**src/rtl/ppm_pkg.sv**
```systemverilog
// ----------------------------------------------------------------------------
// ppm_pkg
// Shared definitions for the PPM transmit path frame scheduler:
//   - phase codes driven on the transmitter 'order' input
//   - scheduler state enumeration
//   - default phase / slot lengths
//   - helpers: state-to-order decode and a byte-wide CRC-8 update
// ----------------------------------------------------------------------------
package ppm_pkg;

    // Phase codes seen by the PPM symbol transmitter.
    localparam logic [1:0] ORDER_IDLE = 2'b00;
    localparam logic [1:0] ORDER_SOF  = 2'b01;
    localparam logic [1:0] ORDER_DATA = 2'b10;
    localparam logic [1:0] ORDER_EOF  = 2'b11;

    // Default timing, in clock cycles.
    localparam int unsigned DEFAULT_SLOT_CYCLES = 128;
    localparam int unsigned DEFAULT_SOF_CYCLES  = 128;
    localparam int unsigned DEFAULT_EOF_CYCLES  = 64;

    // StCrc is only reachable when the CRC feature is compiled in.
    typedef enum logic [2:0] {
        StCollect,
        StSof,
        StData,
        StCrc,
        StEof,
        StGap
    } sched_state_e;

    // Phase code presented to the transmitter while in a given state.
    // The CRC byte is sent as ordinary data symbols.
    function automatic logic [1:0] order_of(input sched_state_e st);
        logic [1:0] code;
        unique case (st)
            StSof:   code = ORDER_SOF;
            StData:  code = ORDER_DATA;
            StCrc:   code = ORDER_DATA;
            StEof:   code = ORDER_EOF;
            default: code = ORDER_IDLE;
        endcase
        return code;
    endfunction

    // CRC-8, polynomial 0x07, MSB first, no reflection, no final XOR.
    function automatic logic [7:0] crc8_update(input logic [7:0] crc, input logic [7:0] data);
        logic [7:0] c;
        c = crc ^ data;
        for (int i = 0; i < 8; i++) begin
            c = c[7] ? ({c[6:0], 1'b0} ^ 8'h07) : {c[6:0], 1'b0};
        end
        return c;
    endfunction

endpackage

```
**src/rtl/ppm_frame_buffer.sv**
```systemverilog
// ----------------------------------------------------------------------------
// ppm_frame_buffer
// DEPTH x 8 frame staging RAM: one synchronous write port, one synchronous
// read port. Addressing is owned by the scheduler.
//
// Ports:
//   clk      in   clock
//   rst      in   asynchronous active-high reset (read data register only)
//   wr_en    in   write strobe
//   wr_addr  in   write address
//   wr_data  in   write byte
//   rd_en    in   read strobe; rd_data updates on the following edge
//   rd_addr  in   read address
//   rd_data  out  registered read byte, holds between reads, 0 after reset
// ----------------------------------------------------------------------------
module ppm_frame_buffer
    import ppm_pkg::*;
#(
    parameter int unsigned DEPTH  = 16,
    parameter int unsigned ADDR_W = (DEPTH > 1) ? $clog2(DEPTH) : 1
) (
    input  logic              clk,
    input  logic              rst,
    input  logic              wr_en,
    input  logic [ADDR_W-1:0] wr_addr,
    input  logic [7:0]        wr_data,
    input  logic              rd_en,
    input  logic [ADDR_W-1:0] rd_addr,
    output logic [7:0]        rd_data
);

    logic [7:0] mem [DEPTH];
    logic [7:0] rd_data_q;

    // Storage is not reset; contents are only meaningful once written.
    always_ff @(posedge clk) begin
        if (wr_en) begin
            mem[wr_addr] <= wr_data;
        end
    end

    // The read register doubles as the transmitter's byte register, so it
    // holds its value until the next explicit read.
    always_ff @(posedge clk or posedge rst) begin
        if (rst) begin
            rd_data_q <= 8'h00;
        end else if (rd_en) begin
            rd_data_q <= mem[rd_addr];
        end
    end

    assign rd_data = rd_data_q;

endmodule

```
**src/rtl/ppm_frame_scheduler.sv**
```systemverilog
// ----------------------------------------------------------------------------
// ppm_frame_scheduler
// Collects up to DEPTH bytes from a valid/ready stream into a frame buffer,
// then plays the frame out to the PPM symbol transmitter:
//   SOF -> 4 two-bit symbols per byte (LSB pair first) -> EOF -> idle gap.
//
// Optional feature: define PPM_SCHED_CRC_EN to append a CRC-8 (poly 0x07,
// init 0x00, MSB first) of the payload as an extra four-symbol byte.
//
// Ports:
//   clk         in   clock
//   rst         in   asynchronous active-high reset; aborts any frame
//   s_valid     in   input byte valid
//   s_data      in   input byte
//   s_last      in   final byte of frame
//   s_ready     out  byte can be accepted (COLLECT with buffer space only)
//   order       out  phase code 00 idle, 01 SOF, 10 data, 11 EOF
//   clk_count   out  cycle index within phase or symbol slot
//   bit_count   out  symbol index within the current byte
//   tx_byte     out  byte being transmitted, stable across its four slots
//   busy        out  high in every state except COLLECT
//   frame_done  out  one-cycle pulse on the last EOF cycle
// ----------------------------------------------------------------------------
module ppm_frame_scheduler
    import ppm_pkg::*;
#(
    parameter int unsigned DEPTH       = 16,
    parameter int unsigned SLOT_CYCLES = DEFAULT_SLOT_CYCLES,
    parameter int unsigned SOF_CYCLES  = DEFAULT_SOF_CYCLES,
    parameter int unsigned EOF_CYCLES  = DEFAULT_EOF_CYCLES,
    parameter int unsigned GAP_CYCLES  = 32
) (
    input  logic       clk,
    input  logic       rst,
    input  logic       s_valid,
    input  logic [7:0] s_data,
    input  logic       s_last,
    output logic       s_ready,
    output logic [1:0] order,
    output logic [9:0] clk_count,
    output logic [1:0] bit_count,
    output logic [7:0] tx_byte,
    output logic       busy,
    output logic       frame_done
);

    localparam int unsigned PTR_W = (DEPTH > 1) ? $clog2(DEPTH) : 1;
    localparam int unsigned CNT_W = $clog2(DEPTH + 1);

    localparam logic [CNT_W-1:0] FILL_MAX  = CNT_W'(DEPTH);
    localparam logic [9:0]       SLOT_LAST = 10'(SLOT_CYCLES - 1);
    localparam logic [9:0]       SOF_LAST  = 10'(SOF_CYCLES - 1);
    localparam logic [9:0]       EOF_LAST  = 10'(EOF_CYCLES - 1);
    localparam logic [9:0]       GAP_LAST  = 10'(GAP_CYCLES - 1);

    sched_state_e     state_q, state_d;
    logic [9:0]       clk_count_q, clk_count_d;
    logic [1:0]       bit_count_q, bit_count_d;
    logic [CNT_W-1:0] fill_q, fill_d;
    logic [PTR_W-1:0] wr_ptr_q, wr_ptr_d;
    logic [PTR_W-1:0] rd_ptr_q, rd_ptr_d;
    logic [1:0]       order_q, order_d;
    logic             s_ready_q, s_ready_d;
    logic             busy_q, busy_d;
    logic             frame_done_q, frame_done_d;

    logic             accept;
    logic             slot_end;
    logic             last_byte;
    logic             rd_en;
    logic [PTR_W-1:0] rd_addr;
    logic [7:0]       rd_data;

    // ------------------------------------------------------------------
    // Next-state logic
    // ------------------------------------------------------------------
    always_comb begin
        state_d     = state_q;
        clk_count_d = clk_count_q + 10'd1;
        bit_count_d = bit_count_q;
        fill_d      = fill_q;
        wr_ptr_d    = wr_ptr_q;
        rd_ptr_d    = rd_ptr_q;
        rd_en       = 1'b0;
        rd_addr     = rd_ptr_q;
        accept      = 1'b0;
        slot_end    = (clk_count_q == SLOT_LAST);
        last_byte   = (CNT_W'(rd_ptr_q) == (fill_q - CNT_W'(1)));

        unique case (state_q)
            StCollect: begin
                clk_count_d = 10'd0;
                // s_ready_q already encodes COLLECT with space left.
                accept = s_valid && s_ready_q;
                if (accept) begin
                    fill_d   = fill_q + CNT_W'(1);
                    wr_ptr_d = wr_ptr_q + PTR_W'(1);
                    if (s_last || (fill_d == FILL_MAX)) begin
                        state_d = StSof;
                    end
                end
            end

            StSof: begin
                if (clk_count_q == SOF_LAST) begin
                    state_d     = StData;
                    clk_count_d = 10'd0;
                    bit_count_d = 2'd0;
                    rd_ptr_d    = '0;
                    // Fetch the first byte now so it is on tx_byte in the
                    // first DATA cycle.
                    rd_en       = 1'b1;
                    rd_addr     = '0;
                end
            end

            StData: begin
                if (slot_end) begin
                    clk_count_d = 10'd0;
                    bit_count_d = bit_count_q + 2'd1;
                    if (bit_count_q == 2'd3) begin
                        if (last_byte) begin
`ifdef PPM_SCHED_CRC_EN
                            state_d = StCrc;
`else
                            state_d = StEof;
`endif
                        end else begin
                            rd_ptr_d = rd_ptr_q + PTR_W'(1);
                            rd_en    = 1'b1;
                            rd_addr  = rd_ptr_d;
                        end
                    end
                end
            end

            StCrc: begin
                if (slot_end) begin
                    clk_count_d = 10'd0;
                    bit_count_d = bit_count_q + 2'd1;
                    if (bit_count_q == 2'd3) begin
                        state_d = StEof;
                    end
                end
            end

            StEof: begin
                if (clk_count_q == EOF_LAST) begin
                    state_d     = StGap;
                    clk_count_d = 10'd0;
                end
            end

            StGap: begin
                if (clk_count_q == GAP_LAST) begin
                    state_d     = StCollect;
                    clk_count_d = 10'd0;
                    fill_d      = '0;
                    wr_ptr_d    = '0;
                    rd_ptr_d    = '0;
                end
            end

            default: begin
                state_d     = StCollect;
                clk_count_d = 10'd0;
            end
        endcase

        // Outputs are registered from next-state values so they line up
        // with the state they describe.
        order_d      = order_of(state_d);
        s_ready_d    = (state_d == StCollect) && (fill_d < FILL_MAX);
        busy_d       = (state_d != StCollect);
        frame_done_d = (state_d == StEof) && (clk_count_d == EOF_LAST);
    end

    // ------------------------------------------------------------------
    // State registers
    // ------------------------------------------------------------------
    always_ff @(posedge clk or posedge rst) begin
        if (rst) begin
            state_q      <= StCollect;
            clk_count_q  <= 10'd0;
            bit_count_q  <= 2'd0;
            fill_q       <= '0;
            wr_ptr_q     <= '0;
            rd_ptr_q     <= '0;
            order_q      <= ORDER_IDLE;
            s_ready_q    <= 1'b1;
            busy_q       <= 1'b0;
            frame_done_q <= 1'b0;
        end else begin
            state_q      <= state_d;
            clk_count_q  <= clk_count_d;
            bit_count_q  <= bit_count_d;
            fill_q       <= fill_d;
            wr_ptr_q     <= wr_ptr_d;
            rd_ptr_q     <= rd_ptr_d;
            order_q      <= order_d;
            s_ready_q    <= s_ready_d;
            busy_q       <= busy_d;
            frame_done_q <= frame_done_d;
        end
    end

    // ------------------------------------------------------------------
    // Frame buffer
    // ------------------------------------------------------------------
    ppm_frame_buffer #(
        .DEPTH  (DEPTH),
        .ADDR_W (PTR_W)
    ) u_frame_buffer (
        .clk     (clk),
        .rst     (rst),
        .wr_en   (accept),
        .wr_addr (wr_ptr_q),
        .wr_data (s_data),
        .rd_en   (rd_en),
        .rd_addr (rd_addr),
        .rd_data (rd_data)
    );

    // ------------------------------------------------------------------
    // Optional CRC byte
    // ------------------------------------------------------------------
`ifdef PPM_SCHED_CRC_EN
    logic [7:0] crc_q, crc_d;
    logic       crc_sel_q, crc_sel_d;

    always_comb begin
        crc_d = crc_q;
        if (accept) begin
            crc_d = crc8_update(crc_q, s_data);
        end else if (state_q == StGap) begin
            crc_d = 8'h00;
        end
        crc_sel_d = (state_d == StCrc);
    end

    always_ff @(posedge clk or posedge rst) begin
        if (rst) begin
            crc_q     <= 8'h00;
            crc_sel_q <= 1'b0;
        end else begin
            crc_q     <= crc_d;
            crc_sel_q <= crc_sel_d;
        end
    end

    // Both mux inputs are flops and crc_q cannot change while selected.
    assign tx_byte = crc_sel_q ? crc_q : rd_data;
`else
    assign tx_byte = rd_data;
`endif

    assign s_ready    = s_ready_q;
    assign order      = order_q;
    assign clk_count  = clk_count_q;
    assign bit_count  = bit_count_q;
    assign busy       = busy_q;
    assign frame_done = frame_done_q;

endmodule
```
**config.mk**
```make
export PLATFORM = sky130hd
export DESIGN_NAME = ppm_frame_scheduler
export DESIGN_NICKNAME = d
export VERILOG_FILES = /design/src/rtl/ppm_pkg.sv /design/src/rtl/ppm_frame_buffer.sv /design/src/rtl/ppm_frame_scheduler.sv
export SDC_FILE = /design/constraint.sdc
export NUM_CORES = 1
export LEC_CHECK = 0
export ABC_AREA = 1
export CORE_AREA = 5 5 147 177
export DETAILED_ROUTE_END_ITERATION = 8
export DIE_AREA = 0 0 152 182
export PLACE_DENSITY_LB_ADDON = 0.2
export SLEW_MARGIN = 40
export SYNTH_ARGS = -nofsm -noshare
export SYNTH_HDL_FRONTEND = slang
export SYNTH_SLANG_ARGS = --single-unit
export TNS_END_PERCENT = 5
```
**constraint.sdc**
```tcl
create_clock -name clk -period 2.4 [get_ports clk]
set_input_delay 0.48 -clock clk [delete_from_list [all_inputs] [get_ports clk]]
set_output_delay 0.48 -clock clk [all_outputs]
set_load 0.01 [all_outputs]
```
==> results of run 1 <==
## placed cells by master (no fill, tap or decap), types with 3 or more instances in the layout
master,n
inv_2,8
clkdlybuf4s50_1,36
nor3_1,5
edfxtp_1,128
buf_4,93
clkbuf_16,19
o211ai_1,6
dfrtp_1,40
nand3_1,102
clkinv_4,3
xor2_1,7
nand3_2,63
nand3b_1,27
bufinv_16,3
inv_1,134
clkbuf_1,3
clkinv_1,5
buf_6,7
nand2_1,163
nand3_4,4
buf_16,3
nand2_2,18
nand4_1,5
a21oi_1,10
ha_1,7
o21ai_0,7
nor2_1,49
buf_12,10
## report_power, final
group / internal, uW / switching (uW) / leakage [uW] / total, uW
Clock: 1630 / 1160 / 0.000281 / 2790
Combinational: 26.7 / 64.5 / 0.00276 / 91.2
Sequential: 3150 / 0 / 0.00168 / 3150
Total: 4810 / 1230 / 0.00473 / 6030
## how the worst max path moves through the flow
stage                   start  slack (ns)                   endpoint
CTS                 fill_q[0]       -0.14  u_frame_buffer.rd_data[6]
finish              fill_q[1]       -0.14  u_frame_buffer.rd_data[2]
floorplan           fill_q[0]        0.05  u_frame_buffer.rd_data[7]
global route        fill_q[1]       -0.28  u_frame_buffer.rd_data[5]
global placement    fill_q[0]       -0.26  u_frame_buffer.rd_data[6]
detailed placement  fill_q[0]       -0.27  u_frame_buffer.rd_data[5]
## cell type report
cell class	count	area (um2)
clock buffers	20	437
flip-flops and latches	169	4870
well taps	325	407
clock inverters	12	149
repair buffers	152	1490
inverters	145	549
fillers	2336	13400
multi-input cells	497	2940
## timing repair
item	CTS	global route
gates cloned	3	2
endpoints found under the setup margin	8	11
buffers inserted	2	5
gates resized for setup	32	51
pin swaps	13	30
## state kept, by name, summed over array words and instances, names as in the netlist
signal and cells:
rd_ptr_q 4, busy 1, wr_ptr_q 4, u_frame_buffer.mem 128, frame_done 1, s_ready 1
order 2, state_q 3, bit_count 2, u_frame_buffer.rd_data 8, fill_q 5, clk_count 10
## cells by family (layout without fill, tap and decap cells)
logic type	count (synthesis)	in the layout	synth area share [%]
buf+inv	173	329	9.28
compound gates	34	34	2.88
xor+xnor	9	9	0.955
fa+ha+maj	9	9	1.36
simple gates	445	445	26.5
flops	169	169	59.0
## per-stage QoR
| stage | instances | hold slack [ns] |
|---|---|---|
| final | 1320 | 0.420 |
| after global routing | 1320 | 0.463 |
| after CTS | 1313 | 0.434 |
| after detailed placement | 1276 | 0.508 |
| after global placement | 1276 | 0.507 |
| after floorplan | 839 | 0.515 |
## worst max-delay path, delay by kind of cell, from the launching register on
family / cells / cell delay, ns
AOI/OAI and AO/OA: 1 / 0.10
DFF: 1 / 0.39
adders and majority gates: 1 / 0.21
and+or+nand+nor: 14 / 1.30
buffers and inverters: 4 / 0.42
## metal layers
metal	up-vias	track usage [%]	share of wire, %	wire (um)
met5	-	0	0	0
met4	0	6.22	2.7	627
met3	36	3.15	3.4	794
met2	142	29.6	52	11900
met1	3009	20.1	42	9690
li1	3064	-	-	-
==> impl_results.md, run 1 <==
- Synth Net Count: 860
- Period utilisation layout: 106%
- FF+latch count, synth: 169
- Crit Path Category: reg -> reg
- Vias in the first global route: around 6300
- Total Power: slightly above 6000 uW
- CP arrival: roughly 2.9 ns
- Startpoint types: flip-flop
- First-pass GRT wire length: 35.6 mm
- Port Buf Inserts: 36
- Worst-path clk slew: 0.07 ns
- Clock sinks: 169
- Post-synth EDFFs: around 130
- Top cells by count, synth: nand2_1, nand3_1, inv_1
- RSZ-0062 raised after global routing: yes
- Run status: finished with violations
- Register area share after synthesis: between 50% and 60%
- Worst-Skew Late Latency: 0.45 ns
- Sum Neg Setup Slack: -0.816 ns
- Worst Skew: about 0.014 ns
- ANT nets after route: 0
- Synth cell types: a little over 40
- Most used DFF post-synth: edfxtp_1
- GRT overflow: 0
- Final Net Count: ~1000
- Post-layout util: 44.6%
- Largest net degree at the start of global routing: 32
- Place WS: -0.273 ns
- Worst-margin pin slew: 0.431 ns
- CP max stage delay: about 0.4 ns
- Highest Clock Rate: approximately 0.4 GHz
- DIE WIDTH: 152 um
- CTS max path bufs: 2
- Final hold vios: 0
- 1st-pass router iterations: 5
- Slowest CP cell: dfrtp_1
- Async SR Flop Fraction: 24.3%
- Worst reg-to-reg path cell count: 20
- TritonCTS clock tree: done
- Top cell type's share of synthesized area: roughly 47%
- Leakage: 0.00473 uW
- Most common cell in the netlist: nand2_1
- Syn-to-layout area delta: 31.3%
- Die Ht: 182 um
- Dpl hpwl: 15.4 mm
- Antenna cell count: 0
- I/O pin cnt: 37
- Antenna violations before repair: 0
- Final setup violation count: 8
- Peak supply drop: 0.540 mV
- Cell Chain, Critical Path: inv_2, ha_4, nand2_2, inv_2, nor2_2, nand3_1, nor2_1, nand2_2, nand3b_1, nand3_4, nand2_2, o21ai_4, buf_12, buf_4, nand3_1, nand3_1, nand3_2, nand2_1, nand2_1, nand2_1
- Total CTS buffers: 17
- Synth Area per Inst: 9.84 um2
- Worst slew margin: 71.3%
- Cell taking the most area after synthesis: edfxtp_1
- CTS Hold Bufs: 0
- Synthesized cell area: roughly 8300 um2
- Share of layout cells above drive strength 1: 25.2%
- Routed WL: 23.0 mm
- R2R Setup Slk: -0.14 ns
- Final setup margin: -0.141 ns
- DRT iter0 DRCs: 437
- Detailed-route via count: 6251
- Vias/cell: 4.74
- Root Driver: clkbuf_16
- Synthesis Warnings: 0
- Max-slew violation count: 0
- Area of placed instances: 9700 um2
- Failing checks: negative setup slack
- GRT Util Overall: ~17%
- Post-Syn Instances: 839
- Initial core utilization: 34.0%
- Min Tclk post-route: 2.54 ns
- Core area: roughly 24000 um2
- Die Area: 27700 um2
- CTS H-tree lvls: 4
- Worst EP required: 2.74 ns
- CP endpoint kind: flip-flop
- Wire length per cell: ~17 um
- Worst Path Max Fanout: 6
- GPL Wtd Cong: between 0.8 and 0.9
- Reg-to-reg critical path endpoint: u_frame_buffer.rd_data[2]
- Pwr/cell area: 557 nW/um2
- Largest cells by area after synthesis: edfxtp_1, dfrtp_1, nand3_1
- Reg2reg start: fill_q[1]
- DR DRC count: 0
- Hold Path Class: in -> async
- FP Rows: 63
- Design area: roughly 11000 um2
- Max Cap Viol: 0
(Power assumes the default switching activity.)
==> run 2, diff against run 1 <==
--- a/config.mk
+++ b/config.mk
@@ -9,7 +9,7 @@
 export CORE_AREA = 5 5 147 177
 export DETAILED_ROUTE_END_ITERATION = 8
 export DIE_AREA = 0 0 152 182
-export PLACE_DENSITY_LB_ADDON = 0.2
+export PLACE_DENSITY = 0.57
 export SLEW_MARGIN = 40
 export SYNTH_ARGS = -nofsm -noshare
 export SYNTH_HDL_FRONTEND = slang
==> impl_results.md, run 2 (synthesis gave the netlist of run 1 again) <==
- Worst Skew: 0.0157 ns (+0.00184 ns)
- Routed WL: 22.2 mm (-3.7%)
- Worst reg-to-reg path cell count: 21 (+5.0%)
- GRT Util Overall: 15.4% (-1.3 points)
- Antenna cell count: 0 (unchanged)
- DRT iter0 DRCs: 475 (+8.7%)
- Worst slew margin: 50.9% (-20 points)
- Worst-Skew Late Latency: 0.44 ns (about the same)
- R2R Setup Slk: -0.08 ns (+0.06 ns)
- Syn-to-layout area delta: 28.7%
- Worst EP required: 2.72 ns (-0.02 ns)
- Largest net degree at the start of global routing: 42 (+31%)
- Vias/cell: 4.79 (+1.2%)
- Highest Clock Rate: 0.403 GHz (+2.5%)
- Post-layout util: 43.8% (-0.87 points)
- I/O pin cnt: 37 (unchanged)
- GPL Wtd Cong: 0.817 (-4.8%)
- Root Driver: clkbuf_16
- DR DRC count: 0 (unchanged)
- Die Area: 27700 um2 (unchanged)
- Share of layout cells above drive strength 1: 22.1% (-3.1 points)
- Peak supply drop: 0.480 mV (-11%)
- Largest register by flop count: u_frame_buffer.mem
- Max reg flops: 128 (unchanged)
- Crit Path Category: reg -> reg
- 1st-pass router iterations: 5 (unchanged)
- Period utilisation layout: 103% (-2.6 points)
- Sum Neg Setup Slack: -0.395 ns (+0.421 ns)
- GRT overflow: 0 (unchanged)
- Wire length per cell: 17.1 um (-1.7%)
- RSZ-0062 raised after global routing: yes
- CTS H-tree lvls: 4 (unchanged)
- Vias in the first global route: 6226 (-0.70%)
- Final setup violation count: 8 (unchanged)
- Core area: 24300 um2 (unchanged)
- Hold Path Class: in -> async
- Most common cell after layout, fill and taps aside: nand2_1
- Detailed-route via count: 6197 (-0.86%)
- DIE WIDTH: 152 um (unchanged)
- Dpl hpwl: 14.3 mm (-7.1%)
- Failing checks: negative setup slack
- Final setup margin: -0.0788 ns (+0.0624 ns)
- Commonest non-fill, non-tap cells in the layout: nand2_1, inv_1, edfxtp_1
- Total CTS buffers: 17 (unchanged)
- Pwr/cell area: 555 nW/um2 (-0.28%)
- Reg2reg start: fill_q[1]
- Leakage: 0.00462 uW (-2.3%)
- ANT nets after route: 0 (unchanged)
- Min Tclk post-route: 2.48 ns (-0.0624 ns)
- Design area: 10600 um2 (-1.9%)
- Antenna violations before repair: 0 (unchanged)
- Final Net Count: 976 (-2.7%)
- CTS Hold Bufs: 0 (unchanged)
- Worst Setup SP: fill_q[1]
- Area of placed instances: 9440 um2 (-2.6%)
- CP endpoint kind: flip-flop
- Run status: finished with violations
- CTS max path bufs: 2 (unchanged)
- Reg-to-reg critical path endpoint: u_frame_buffer.rd_data[4]
- Worst-path clk slew: 0.07 ns (about the same)
- Max Cap Viol: 0 (unchanged)
- Clock sinks: 169 (unchanged)
- Port Buf Inserts: 36 (unchanged)
- TritonCTS clock tree: done
- Place WS: -0.163 ns (+0.110 ns)
- Worst Setup EP: u_frame_buffer.rd_data[4]
- # fillers: 2388 (+2.2%)
- Initial core utilization: 34.0% (unchanged)
- FP Rows: 63 (unchanged)
- Max-slew violation count: 0 (unchanged)
- Worst-margin pin slew: 0.735 ns (+0.304 ns)
- CP arrival: 2.80 ns (-0.08 ns)
- Startpoint types: flip-flop
- Worst Path Max Fanout: 6 (unchanged)
- Final hold vios: 0 (unchanged)
- Die Ht: 182 um (unchanged)
- First-pass GRT wire length: 33.5 mm (-5.7%)
==> run 2: cell count changes in the layout (fill, tap and decap cells not counted), moves of 4 or more <==
cell / delta
buf_4: -36
nand3_2: -15
inv_8: +4
clkbuf_16: +5
nand3_1: +16
==> run 2: worst min-delay path by stage <==
stage / startpoint / end / slack (ns) / cells past startpoint
CTS: rst / u_frame_buffer.rd_data[3] / 0.40 / 3
finish: rst / u_frame_buffer.rd_data[3] / 0.39 / 3
detailed placement: u_frame_buffer.rd_data[2] / u_frame_buffer.rd_data[2] / 0.48 / 2
global route: rst / clk_count[9] / 0.41 / 3
global placement: u_frame_buffer.rd_data[2] / u_frame_buffer.rd_data[2] / 0.49 / 2
floorplan: u_frame_buffer.rd_data[0] / u_frame_buffer.rd_data[0] / 0.52 / 2
==> run 2: where the power goes <==
group / leakage [uW] / switching (uW) / internal, uW
clock network: 0.000286 / 1290 / 1390
registers: 0.00168 / 0 / 3150
logic: 0.00265 / 54.1 / 21.6
total: 0.00462 / 1340 / 4560
==> run 2: what timing repair did <==
action	CTS	global route
setup endpoints to repair	9	12
cloned	1	10
setup buffers	2	4
gates resized for setup	8	64
pin swaps	8	26
==> run 2: stage by stage <==
stage / hold WS (ns) / total power, uW / std cells
floorplan: 0.515 / 3220 / 839
global placement: 0.490 / 3290 / 1244
detailed placement: 0.479 / 3290 / 1244
CTS: 0.396 / 5940 / 1279
global route: 0.406 / 6070 / 1293
finish: 0.395 / 5900 / 1293
==> run 2: area by class of cell <==
type / count / area, um2 / share of cell area [%]
Timing Repair Buffer: 124 / 1350 / 12.7
Sequential cell: 169 / 4870 / 45.8
Clock inverter: 15 / 153 / 1.44
Clock buffer: 17 / 425 / 4.00
Multi-Input combinational cell: 498 / 2870 / 27.0
Tap cell: 325 / 407 / 3.83
Inverter: 145 / 552 / 5.19
==> run 2: critical path: stages (launching register included) <==
cell and delay, ns:
dfrtp_1 0.40, inv_2 0.09, ha_4 0.21, nand2_2 0.05, inv_1 0.03, nor2_1 0.09, nand3_1 0.07, nor2_1 0.11
nand2_2 0.11, nand2_2 0.09, nand2_2 0.06, nand3_4 0.09, nand2_8 0.12, nand2_8 0.16, buf_12 0.15, nand2_1 0.05
nand3_1 0.13, nand3_1 0.11, nand3_1 0.08, nand2_1 0.05, nand2_1 0.06, nand2_1 0.05
==> run 2: layer usage <==
metal	global-route usage, %	part of all wire (%)	routed length [um]	up-vias
met3	2.91	3.3	728	28
met1	18.4	43	9460	3035
met4	4.86	1.9	425	0
met5	0	0	0	-
li1	-	-	-	3010
met2	28.0	52	11500	124
